File: config.mk
export PLATFORM = sky130hd
export DESIGN_NAME = prio_arbiter8
export DESIGN_NICKNAME = d
export VERILOG_FILES = /design/src/rtl/arb_pkg.sv /design/src/rtl/prio_enc8_core.sv /design/src/rtl/prio_arbiter8.sv
export SDC_FILE = /design/constraint.sdc
export NUM_CORES = 1
export LEC_CHECK = 0
export CORE_MARGIN = 2
export CORE_UTILIZATION = 23
export DETAILED_ROUTE_END_ITERATION = 16
export HOLD_SLACK_MARGIN = 0.06
export PLACE_DENSITY_LB_ADDON = 0.12
export SYNTH_ARGS = -nofsm -noshare
export SYNTH_HDL_FRONTEND = slang
export SYNTH_SLANG_ARGS = --single-unit
File: constraint.sdc
create_clock -name CLK -period 3.3 [get_ports CLK]
set_input_delay 0.99 -clock CLK [delete_from_list [all_inputs] [get_ports CLK]]
set_output_delay 0.99 -clock CLK [all_outputs]
set_load 0.03 [all_outputs]
File: src/rtl/arb_pkg.sv
// Shared types and sizes for the 8-requester arbiter.
// Round-robin build: define ARB_ROUND_ROBIN_EN.
package arb_pkg;

  localparam int NREQ = 8;
  localparam int IDW  = 3;

  typedef enum logic [1:0] {
    IDLE,
    GRANT,
    GAP
  } state_t;

endpackage

File: src/rtl/prio_enc8_core.sv
// Combinational 8-to-3 priority encoder, bit 7 highest.
// valid is low when disabled or when no bit is set.
module prio_enc8_core
  import arb_pkg::*;
(
  input  logic            en,
  input  logic [NREQ-1:0] vec,
  output logic [IDW-1:0]  idx,
  output logic            valid
);

  always_comb begin
    idx   = '0;
    valid = en && (|vec);
    priority case (1'b1)
      vec[7]:  idx = 3'd7;
      vec[6]:  idx = 3'd6;
      vec[5]:  idx = 3'd5;
      vec[4]:  idx = 3'd4;
      vec[3]:  idx = 3'd3;
      vec[2]:  idx = 3'd2;
      vec[1]:  idx = 3'd1;
      vec[0]:  idx = 3'd0;
      default: idx = '0;
    endcase
  end

endmodule

File: src/rtl/prio_arbiter8.sv
// 8-requester arbiter: hold until release, one dead cycle, hold timeout.
// Define ARB_ROUND_ROBIN_EN for rotating priority; default is fixed.
module prio_arbiter8
  import arb_pkg::*;
#(
  parameter int MAX_HOLD = 16,
  parameter int HOLD_W   = 5
) (
  input  logic            CLK,
  input  logic            RST,
  input  logic            EN,
  input  logic [NREQ-1:0] REQ,
  output logic [NREQ-1:0] GNT,
  output logic [IDW-1:0]  GID,
  output logic            GV,
  output logic            TO
);

  state_t           state_q, state_d;
  logic [HOLD_W-1:0] cnt_q, cnt_d;
  logic [NREQ-1:0]  mask_q, mask_d;
  logic [NREQ-1:0]  gnt_q, gnt_d;
  logic [IDW-1:0]   gid_q, gid_d;
  logic             gv_q, gv_d;
  logic             to_q, to_d;

  logic [NREQ-1:0]  elig;
  logic [NREQ-1:0]  enc_in;
  logic [IDW-1:0]   enc_idx;
  logic             enc_vld;
  logic [IDW-1:0]   win;
  logic             hold_hit;
  logic             own_req;

  assign elig     = REQ & ~mask_q;
  assign own_req  = REQ[gid_q];
  assign hold_hit = (MAX_HOLD != 0) &&
                    (cnt_q == HOLD_W'(MAX_HOLD - 1));

`ifdef ARB_ROUND_ROBIN_EN
  logic [IDW-1:0] ptr_q, ptr_d;

  // Encoder bit 7 sees index ptr, bit 6 sees ptr+1, and so on.
  always_comb begin
    enc_in = '0;
    for (int j = 0; j < NREQ; j++) begin
      enc_in[j] = elig[IDW'(ptr_q - IDW'(j) - 3'd1)];
    end
  end

  assign win = IDW'(ptr_q - enc_idx - 3'd1);
`else
  assign enc_in = elig;
  assign win    = enc_idx;
`endif

  prio_enc8_core u_enc (
    .en    (EN),
    .vec   (enc_in),
    .idx   (enc_idx),
    .valid (enc_vld)
  );

  always_comb begin
    state_d = state_q;
    cnt_d   = cnt_q;
    gnt_d   = '0;
    gid_d   = gid_q;
    gv_d    = 1'b0;
    to_d    = 1'b0;
    mask_d  = mask_q & REQ;
`ifdef ARB_ROUND_ROBIN_EN
    ptr_d   = ptr_q;
`endif
    unique case (state_q)
      IDLE: begin
        if (enc_vld) begin
          state_d = GRANT;
          gnt_d   = NREQ'(1) << win;
          gid_d   = win;
          gv_d    = 1'b1;
          cnt_d   = '0;
`ifdef ARB_ROUND_ROBIN_EN
          ptr_d   = win + 3'd1;
`endif
        end
      end
      GRANT: begin
        cnt_d = cnt_q + HOLD_W'(1);
        if (!own_req) begin
          state_d = GAP;
        end else if (hold_hit) begin
          state_d       = GAP;
          to_d          = 1'b1;
          mask_d[gid_q] = 1'b1;
        end else begin
          gnt_d = gnt_q;
          gv_d  = 1'b1;
        end
      end
      GAP: begin
        state_d = IDLE;
      end
      default: begin
        state_d = IDLE;
      end
    endcase
  end

  always_ff @(posedge CLK) begin
    if (RST) begin
      state_q <= IDLE;
      cnt_q   <= '0;
      mask_q  <= '0;
      gnt_q   <= '0;
      gid_q   <= '0;
      gv_q    <= 1'b0;
      to_q    <= 1'b0;
    end else begin
      state_q <= state_d;
      cnt_q   <= cnt_d;
      mask_q  <= mask_d;
      gnt_q   <= gnt_d;
      gid_q   <= gid_d;
      gv_q    <= gv_d;
      to_q    <= to_d;
    end
  end

`ifdef ARB_ROUND_ROBIN_EN
  always_ff @(posedge CLK) begin
    if (RST) begin
      ptr_q <= '0;
    end else begin
      ptr_q <= ptr_d;
    end
  end
`endif

  assign GNT = gnt_q;
  assign GID = gid_q;
  assign GV  = gv_q;
  assign TO  = to_q;

endmodule
==> results of run 1 <==
## metal layers
layer  track usage [%]  part of all wire [%]  vias up
li1                  -                     -      578
met3             2.036                   3.0        2
met5                 0                     0        -
met1             15.02                    48      546
met2             20.67                    48       13
met4             3.559                  0.66        0
## kinds of logic after synthesis
group,Yosys count,share of synthesized area (%)
adder cells (fa/ha/maj),2,1.890
buffers and inverters,10,3.497
multiplexers,5,3.781
flip-flops,28,42.34
AO/OA/AOI/OAI,35,20.32
AND/OR/NAND/NOR,62,28.17
## state kept, by name, summed over array words and instances, names as in the netlist
signal   count
GNT          8
mask_q       8
cnt_q        5
GID          3
state_q      2
GV           1
TO           1
## path summary, 6_finish.rpt
| check | from | to | slack (ns) | cells after the start |
|---|---|---|---|---|
| worst max-delay path | GID[0]$_SDFFE_PP0P_ | GID[0] | 0.71 | 1 |
| worst min-delay path | GNT[5]$_SDFFE_PP0P_ | GNT[5]$_SDFFE_PP0P_ | 0.47 | 1 |
| worst max register to register | cnt_q[0]$_SDFFE_PP0P_ | mask_q[4]$_SDFF_PP0_ | 1.39 | 7 |
| worst min register to register | GNT[5]$_SDFFE_PP0P_ | GNT[5]$_SDFFE_PP0P_ | 0.47 | 1 |
## per-stage QoR
step           std cells  area [µm²]  power (W)  utilization, %  hold WS, ns
2_1_floorplan        142        1324  0.0004609               -       0.4323
3_3_place_gp         235        1632  0.0005146           29.45       0.4457
3_5_place_dp         235        1632  0.0005152           29.45       0.4513
4_1_cts              239        1703  0.0007921           30.74       0.4777
5_1_grt              239        1703  0.0008151           30.74       0.5007
6_report             239        1703  0.0007797           30.74       0.4711
## synth_stat cells
master,count,area (µm²)
nand4_1,5,31.28
mux2i_1,5,50.05
nand2b_1,6,37.54
a32o_1,3,30.03
o2bb2ai_1,3,26.28
o21ai_1,2,10.01
and3_1,2,12.51
nand3b_1,1,7.510
a31o_2,1,8.760
o31ai_4,1,21.27
a31oi_1,1,6.260
or4b_1,2,20.02
a22oi_1,4,30.03
buf_2,1,5.000
dfxtp_1,28,560.5
o21bai_1,2,15.01
inv_1,7,26.28
a211o_1,1,8.760
nor2_1,13,48.80
and2_1,2,12.51
ha_1,2,25.02
nand4_4,1,21.27
a22o_1,3,26.28
a21oi_1,3,15.01
nor2b_1,5,31.28
nor3b_2,1,12.51
or2_2,1,6.260
nor3b_1,3,22.52
nand3_1,5,25.02
a21o_1,1,7.510
nor3_2,2,20.02
nand2_1,9,33.78
clkbuf_1,1,3.750
nor4_1,2,12.51
o21ai_0,5,25.02
nor3_1,1,5.000
o311a_1,1,10.01
nand4_2,1,12.51
buf_6,1,11.26
o22ai_1,2,12.51
o2111ai_1,1,8.760
o21a_1,1,7.510
## layout make-up
class	count	area (µm²)
clock buffer	3	41.29
clock inverter	1	30.03
fill	611	3837
inverter	7	26.28
multi-input combinational	104	716.9
sequential	28	560.5
tap	72	90.09
timing repair buffer	24	237.7
## power by group through the flow
stage	registers (W)	clock network, W	logic, W
3_5_place_dp	0.000374	0	0.000141
5_1_grt	0.000370	0.000292	0.000153
2_1_floorplan	0.000382	0	0.0000794
6_report	0.000367	0.000274	0.000139
3_3_place_gp	0.000375	0	0.000140
4_1_cts	0.000367	0.000284	0.000141
==> results.ini, run 1 <==
[power]
combPwrFrac_pct=17.9
power_density_nw_per_um2=457.9
power_frac_seq_pct=47.1
intPower_w=0.0005686
p_leak_nw=0.6048
ir_drop_uv=154.9
p_switching_w=0.0002111
power.share.switching_pct=27.07
clkPwrFrac_pct=35.1

[setup_path]
cp.required_ns=2.31
crit_arrival_ns=1.60
crit_fanout=9
cp_cell_sequence=clkdlybuf4s50_1
crit_type=reg -> out
startpoint_type=register
cpPeakStageDelay_ns=0.75
critical_path.top_delay_family=buffers and inverters
cp_slowest_cell=clkdlybuf4s50_1
worst-path-buf-inv=1
worst_setup_path_end_kind=primary output

[final_layout]
diodes=0
layout-drive-gt1-share_pct=7.784
nets=181
final_common_cell=dfxtp_1
layout-area-overhead-vs-synth_pct=28.64
layout_common_cells=dfxtp_1 (28), clkdlybuf4s50_1 (23), nor2_1 (13)

[timing]
rsz0062_at_grt=no
tightest_slew_ns=0.5479
period_minus_slack_ns=2.592
fin_tns_setup_ns=0
max_freq_ghz=0.3858
fin_ws_ns=0.7077
timing.final.hold_violations=0
finClkSkew_ns=0.004065
slew_headroom_pct=63.27
setup_viol=0
report.final.slew_viol_count=0
fin_crit_sh_pct=78.55

[clock_tree]
cts_buffers=3
tritoncts=yes
clkTransAtPathRegs_ns=0.10
cts_buffer_depth=2
post_cts_buffers=0
holdBufCountCts=0
clockRootBuffer=clkbuf_8
ctsResizeCount=0
ctsHtreeMaxLevel=1
clock_sinks=28
clkLatencyLatePin_ns=0.27

[global_route]
grt.overflow.total=0
grt_pass1_wl_mm=5.975
grt_util_all_layers_pct=11.91
grt_pass1_vias=1214
antenna_found_initial=0
grt_max_degree=17

[synthesis]
syn_area_um2=1324
synth_nets=155
ys_types=42
synth_seq_cells=28
avgSynthCellArea_um2=9.322
yosysSeqAreaShare_pct=42.34
yosysWarnings=0
synth_cells=142

[drt]
vias=1139
drtPass1Iterations=4
wire_per_inst_um=14.50
wl_mm=3.466
drt_iter0_markers=45
via_per_inst=4.766
post-route-drc-count=0
ant_nets=0

[worst_hold_path]
hold_path.class=reg -> reg

[floorplanning]
ioPinCount=24
dieArea_um2=6378
die_h_um=79.87
core_um2=5540
initial_core_util_pct=23.89
rows=27
die_w_um=79.87

[run_status]
status=finished, final reports clean

[placed_design]
gp_congestion=0.7965
numPortBuffers=23
post-place-ws_ns=0.4666
dp_hpwl_mm=2.671

[flow_run]
maxCapViolCount=0

Power figures use the tool's default switching activity.
==> run 2, diff against run 1 <==
- clock period: 3.3 -> 2.2 ns (I/O delays scaled with it)
==> run 2 against run 1 <==
Compared with the run above:
- worst hold slack gained 0.0034 ns
- die area is the same
- clock power grew 17%
- via count grew 5.5%
- first-iteration DRC count grew 53%
- count of clock-buffer cells in the layout grew 1
- sequential share of layout area shrank 2.6 points
- clock skew shrank 0.0017 ns
- final cell count grew 8.4%
- critical path type is now in -> reg
- critical endpoint is now GNT[0]$_SDFFE_PP0P_
==> results.ini, run 2 (synthesis results as in run 1) <==
[setup_path]
cp_slowest_cell=or4b_1
startpoint_type=input pin
worst_setup_path_end_kind=register
r2r-end=mask_q[4]$_SDFF_PP0_
cpPeakStageDelay_ns=0.49
cp.required_ns=2.41
r2r_start=cnt_q[0]$_SDFFE_PP0P_
rrSetupSlack_ns=0.33
crit_type=in -> reg
r2r.worst_path.cells=7
cp_cell_sequence=clkdlybuf4s50_1, inv_1, o2111ai_1, nand4_4, or4b_1, a21oi_1
crit_fanout=4
crit_arrival_ns=2.28
worst-path-buf-inv=2
crit_start=REQ[2]
critical_path.top_delay_family=simple AND/OR/NAND/NOR gates

[power]
power_density_nw_per_um2=609.7
fin_total_pwr_w=0.001127
ir_drop_uv=312.6
p_leak_nw=0.6974

[global_route]
grt_pass1_vias=1262
antenna_found_initial=0
grt.overflow.total=0
grt_util_all_layers_pct=12.26
grt_max_degree=16
grt_pass1_wl_mm=6.016

[placed_design]
dp_hpwl_mm=2.842
post-place-ws_ns=-0.1603
numPortBuffers=23
dp_cells=255
gp_congestion=0.7909

[clock_tree]
holdBufCountCts=0
clockRootBuffer=clkbuf_8
clkLatencyLatePin_ns=0.27
clkTransAtPathRegs_ns=0.09
cts_buffer_depth=2
ctsResizeCount=0
post_cts_buffers=0
ctsHtreeMaxLevel=1
cts_buffers=3
clock_sinks=28
tritoncts=yes

[timing]
hold_ws_ns=0.4745
fin_crit_sh_pct=94.10
setup_viol=0
max_freq_ghz=0.4830
report.final.slew_viol_count=0
timing.final.hold_violations=0
slew_headroom_pct=70.92
tightest_slew_ns=0.4353
finClkSkew_ns=0.002344
fin_ws_ns=0.1298
period_minus_slack_ns=2.070
rsz0062_at_grt=no

[drt]
wl_mm=3.544
wire_per_inst_um=13.68
vias=1202
drtPass1Iterations=4
ant_nets=0
post-route-drc-count=0
via_per_inst=4.641
drt_iter0_markers=69

[flow_run]
maxCapViolCount=0

[final_layout]
nets=201
layout-drive-gt1-share_pct=17.65
diodes=0
final_cells=259
final_util_pct=33.38
fill_cells=607
layout-area-overhead-vs-synth_pct=39.70
layout_common_cells=dfxtp_1 (28), clkdlybuf4s50_1 (23), buf_4 (20)
final_common_cell=dfxtp_1

[floorplanning]
ioPinCount=24
rows=27
die_w_um=79.87
die_h_um=79.87
core_um2=5540
dieArea_um2=6378
initial_core_util_pct=23.89

[worst_hold_path]
hold_path.class=reg -> reg
min-delay-start=cnt_q[4]$_SDFFE_PP0P_
min_path_cells=1
hold_end=cnt_q[4]$_SDFFE_PP0P_

[run_status]
status=finished, final reports clean

run 2: cell types whose count changed in the layout (fill, tap and decap cells not counted), sizes merged:
cell,delta
buf,+20
bufinv,-1
clkbuf,+1
run 2: metrics by stage:
step | setup TNS (ns) | area (µm²)
final | 0 | 1849
after global routing | 0 | 1849
after CTS | 0 | 1849
after detailed placement | -1.186 | 1794
after global placement | -1.062 | 1794
after floorplan | 0 | 1324
run 2: worst register-to-register path, stage by stage, from the launching register on:
cell and delay (ns):
dfxtp_1 0.39, ha_1 0.19, and3_1 0.16, ha_1 0.33, inv_1 0.13, nor4_1 0.38
a22oi_1 0.13, nor2_1 0.11
run 2: power breakdown:
part           internal [W]  switching, W  total [W]
clock              0.000160      0.000160   0.000320
combinational      0.000123      0.000147   0.000270
sequential         0.000525     0.0000119   0.000537
run 2: how the worst max path moves through the flow:
stage	slack, ns	endpoint	cells after the start
2_1_floorplan	0.41	GNT[0]$_SDFFE_PP0P_	5
3_3_place_gp	-0.14	GNT[1]$_SDFFE_PP0P_	6
3_5_place_dp	-0.16	cnt_q[1]$_SDFFE_PP0P_	6
4_1_cts	0.13	cnt_q[1]$_SDFFE_PP0P_	6
5_1_grt	0.01	GNT[0]$_SDFFE_PP0P_	6
6_report	0.13	GNT[0]$_SDFFE_PP0P_	6
run 2: final cells by class:
type | instances | area, µm² | share of cell area (%)
Multi-Input combinational cell | 104 | 716.9 | 38.77
Tap cell | 72 | 90.09 | 4.871
Timing Repair Buffer | 44 | 400.4 | 21.65
Inverter | 7 | 26.28 | 1.421
Sequential cell | 28 | 560.5 | 30.31
Clock buffer | 4 | 55.05 | 2.977
run 2: layer usage:
metal | vias to the layer above | GRT usage, % | share of wire, %
met5 | - | 0 | 0
met4 | 0 | 3.051 | 0.65
met3 | 2 | 3.394 | 4.4
met2 | 21 | 20.50 | 49
met1 | 562 | 15.56 | 46
li1 | 617 | - | -
==> run 3, diff against run 2 <==
- RECOVER_POWER: default -> 25
==> run 3 against run 2 <==
Compared with the run above:
- register-to-register slack about the same
- clock power about the same
- flip-flop and latch count unchanged
- critical endpoint unchanged
- largest cell class unchanged
==> results.ini, run 3 (synthesis results as in run 1) <==
[setup_path]
rrSetupSlack_ns=0.32
cp.required_ns=2.41
cp_slowest_cell=or4b_1
crit_type=in -> reg
r2r.worst_path.cells=7
cp_cell_sequence=clkdlybuf4s50_1, inv_1, o2111ai_1, nand4_4, or4b_1, a21oi_1
r2r-end=mask_q[4]$_SDFF_PP0_
crit_arrival_ns=2.28
r2r_start=cnt_q[0]$_SDFFE_PP0P_
startpoint_type=input pin
crit_fanout=4
worst_setup_path_end_kind=register
cpPeakStageDelay_ns=0.49

[placed_design]
dp_hpwl_mm=2.842
numPortBuffers=23
dp_cells=255
gp_congestion=0.7909

[floorplanning]
ioPinCount=24
rows=27
initial_core_util_pct=23.89
dieArea_um2=6378
die_h_um=79.87
core_um2=5540
die_w_um=79.87

[clock_tree]
tritoncts=yes
post_cts_buffers=0
clock_sinks=28
clockRootBuffer=clkbuf_8
clkTransAtPathRegs_ns=0.09
ctsHtreeMaxLevel=1
cts_buffer_depth=2
cts_buffers=3
clkLatencyLatePin_ns=0.27
ctsResizeCount=0
holdBufCountCts=0

[final_layout]
layout_common_cells=dfxtp_1 (28), clkdlybuf4s50_1 (22), buf_4 (19)
layout-area-overhead-vs-synth_pct=38.18
layout-drive-gt1-share_pct=16.58
nets=201
diodes=0
final_common_cell=dfxtp_1
fill_cells=610
final_cells=259

[timing]
slew_headroom_pct=71.34
period_minus_slack_ns=2.064
setup_viol=0
timing.final.hold_violations=0
fin_tns_setup_ns=0
rsz0062_at_grt=no
finClkSkew_ns=0.001275
tightest_slew_ns=0.4289
fin_crit_sh_pct=93.81
max_freq_ghz=0.4845
report.final.slew_viol_count=0
hold_ws_ns=0.4740

[global_route]
grt_util_all_layers_pct=12.26
grt.overflow.total=0
grt_pass1_vias=1262
antenna_found_initial=0
grt_pass1_wl_mm=6.016
grt_max_degree=16

[worst_hold_path]
min-delay-start=cnt_q[4]$_SDFFE_PP0P_
hold_path.class=reg -> reg
min_path_cells=1
hold_end=cnt_q[4]$_SDFFE_PP0P_

[power]
clkPwrFrac_pct=28.7
p_leak_nw=0.6886
power_density_nw_per_um2=611.2
ir_drop_uv=307.9
intPower_w=0.0007995
power_frac_seq_pct=48.0
power.share.switching_pct=28.49
p_switching_w=0.0003185
combPwrFrac_pct=23.3

[drt]
drtPass1Iterations=4
via_per_inst=4.641
post-route-drc-count=0
ant_nets=0
wl_mm=3.530
vias=1202
drt_iter0_markers=68
wire_per_inst_um=13.63

[flow_run]
maxCapViolCount=0

[run_status]
status=finished, final reports clean

run 3: cell count changes in the layout (fill, tap and decap cells not counted), sizes merged:
cell           before  now
clkdlybuf4s50      23   22
clkbuf              4    6
buf                21   19
dlygate4sd3         0    1
run 3: cell type report:
| cell class | count | area [µm²] | share of cell area (%) |
|---|---|---|---|
| Sequential cell | 28 | 560.5 | 30.64 |
| Tap cell | 72 | 90.09 | 4.925 |
| Clock buffer | 4 | 55.05 | 3.010 |
| Timing Repair Buffer | 44 | 380.4 | 20.79 |
| Multi-Input combinational cell | 104 | 716.9 | 39.19 |
| Inverter | 7 | 26.28 | 1.436 |
run 3: worst max-delay path by stage:
| stage | start | end | slack [ns] | cells after the start |
|---|---|---|---|---|
| final | REQ[2] | GNT[0]$_SDFFE_PP0P_ | 0.14 | 6 |
| after global routing | REQ[2] | GNT[0]$_SDFFE_PP0P_ | 0.02 | 6 |
| after CTS | REQ[7] | cnt_q[1]$_SDFFE_PP0P_ | 0.13 | 6 |
| after detailed placement | REQ[4] | cnt_q[1]$_SDFFE_PP0P_ | -0.16 | 6 |
| after global placement | REQ[2] | GNT[1]$_SDFFE_PP0P_ | -0.14 | 6 |
| after floorplan | REQ[2] | GNT[0]$_SDFFE_PP0P_ | 0.41 | 5 |
run 3: per-stage QoR:
step | power [W] | instance area (µm²) | utilization (%) | setup slack [ns]
6_report | 0.001118 | 1829 | 33.02 | 0.1362
5_1_grt | 0.001178 | 1829 | 33.02 | 0.01540
4_1_cts | 0.001149 | 1849 | 33.38 | 0.1307
3_5_place_dp | 0.0008206 | 1794 | 32.38 | -0.1603
3_3_place_gp | 0.0008200 | 1794 | 32.38 | -0.1414
2_1_floorplan | 0.0006914 | 1324 | - | 0.4113
run 3: worst max-delay path: cells and delay by family:
family	cells	cell delay, ns
buf+inv	2	0.53
simple gates	2	0.64
compound gates	2	0.44
run 3: power groups by stage:
stage	logic [W]	clock network, W	registers [W]
6_report	0.000260	0.000321	0.000537
4_1_cts	0.000273	0.000338	0.000538
2_1_floorplan	0.000119	0	0.000572
3_3_place_gp	0.000272	0	0.000548
3_5_place_dp	0.000272	0	0.000549
5_1_grt	0.000284	0.000355	0.000539
run 3: layer usage:
layer  vias up  global-route usage (%)  part of all wire (%)
li1        616                       -                     -
met1       560                   15.56                    47
met2        22                   20.50                    48
met3         4                   3.394                   4.6
met4         0                   3.051                  0.76
met5         -                       0                     0
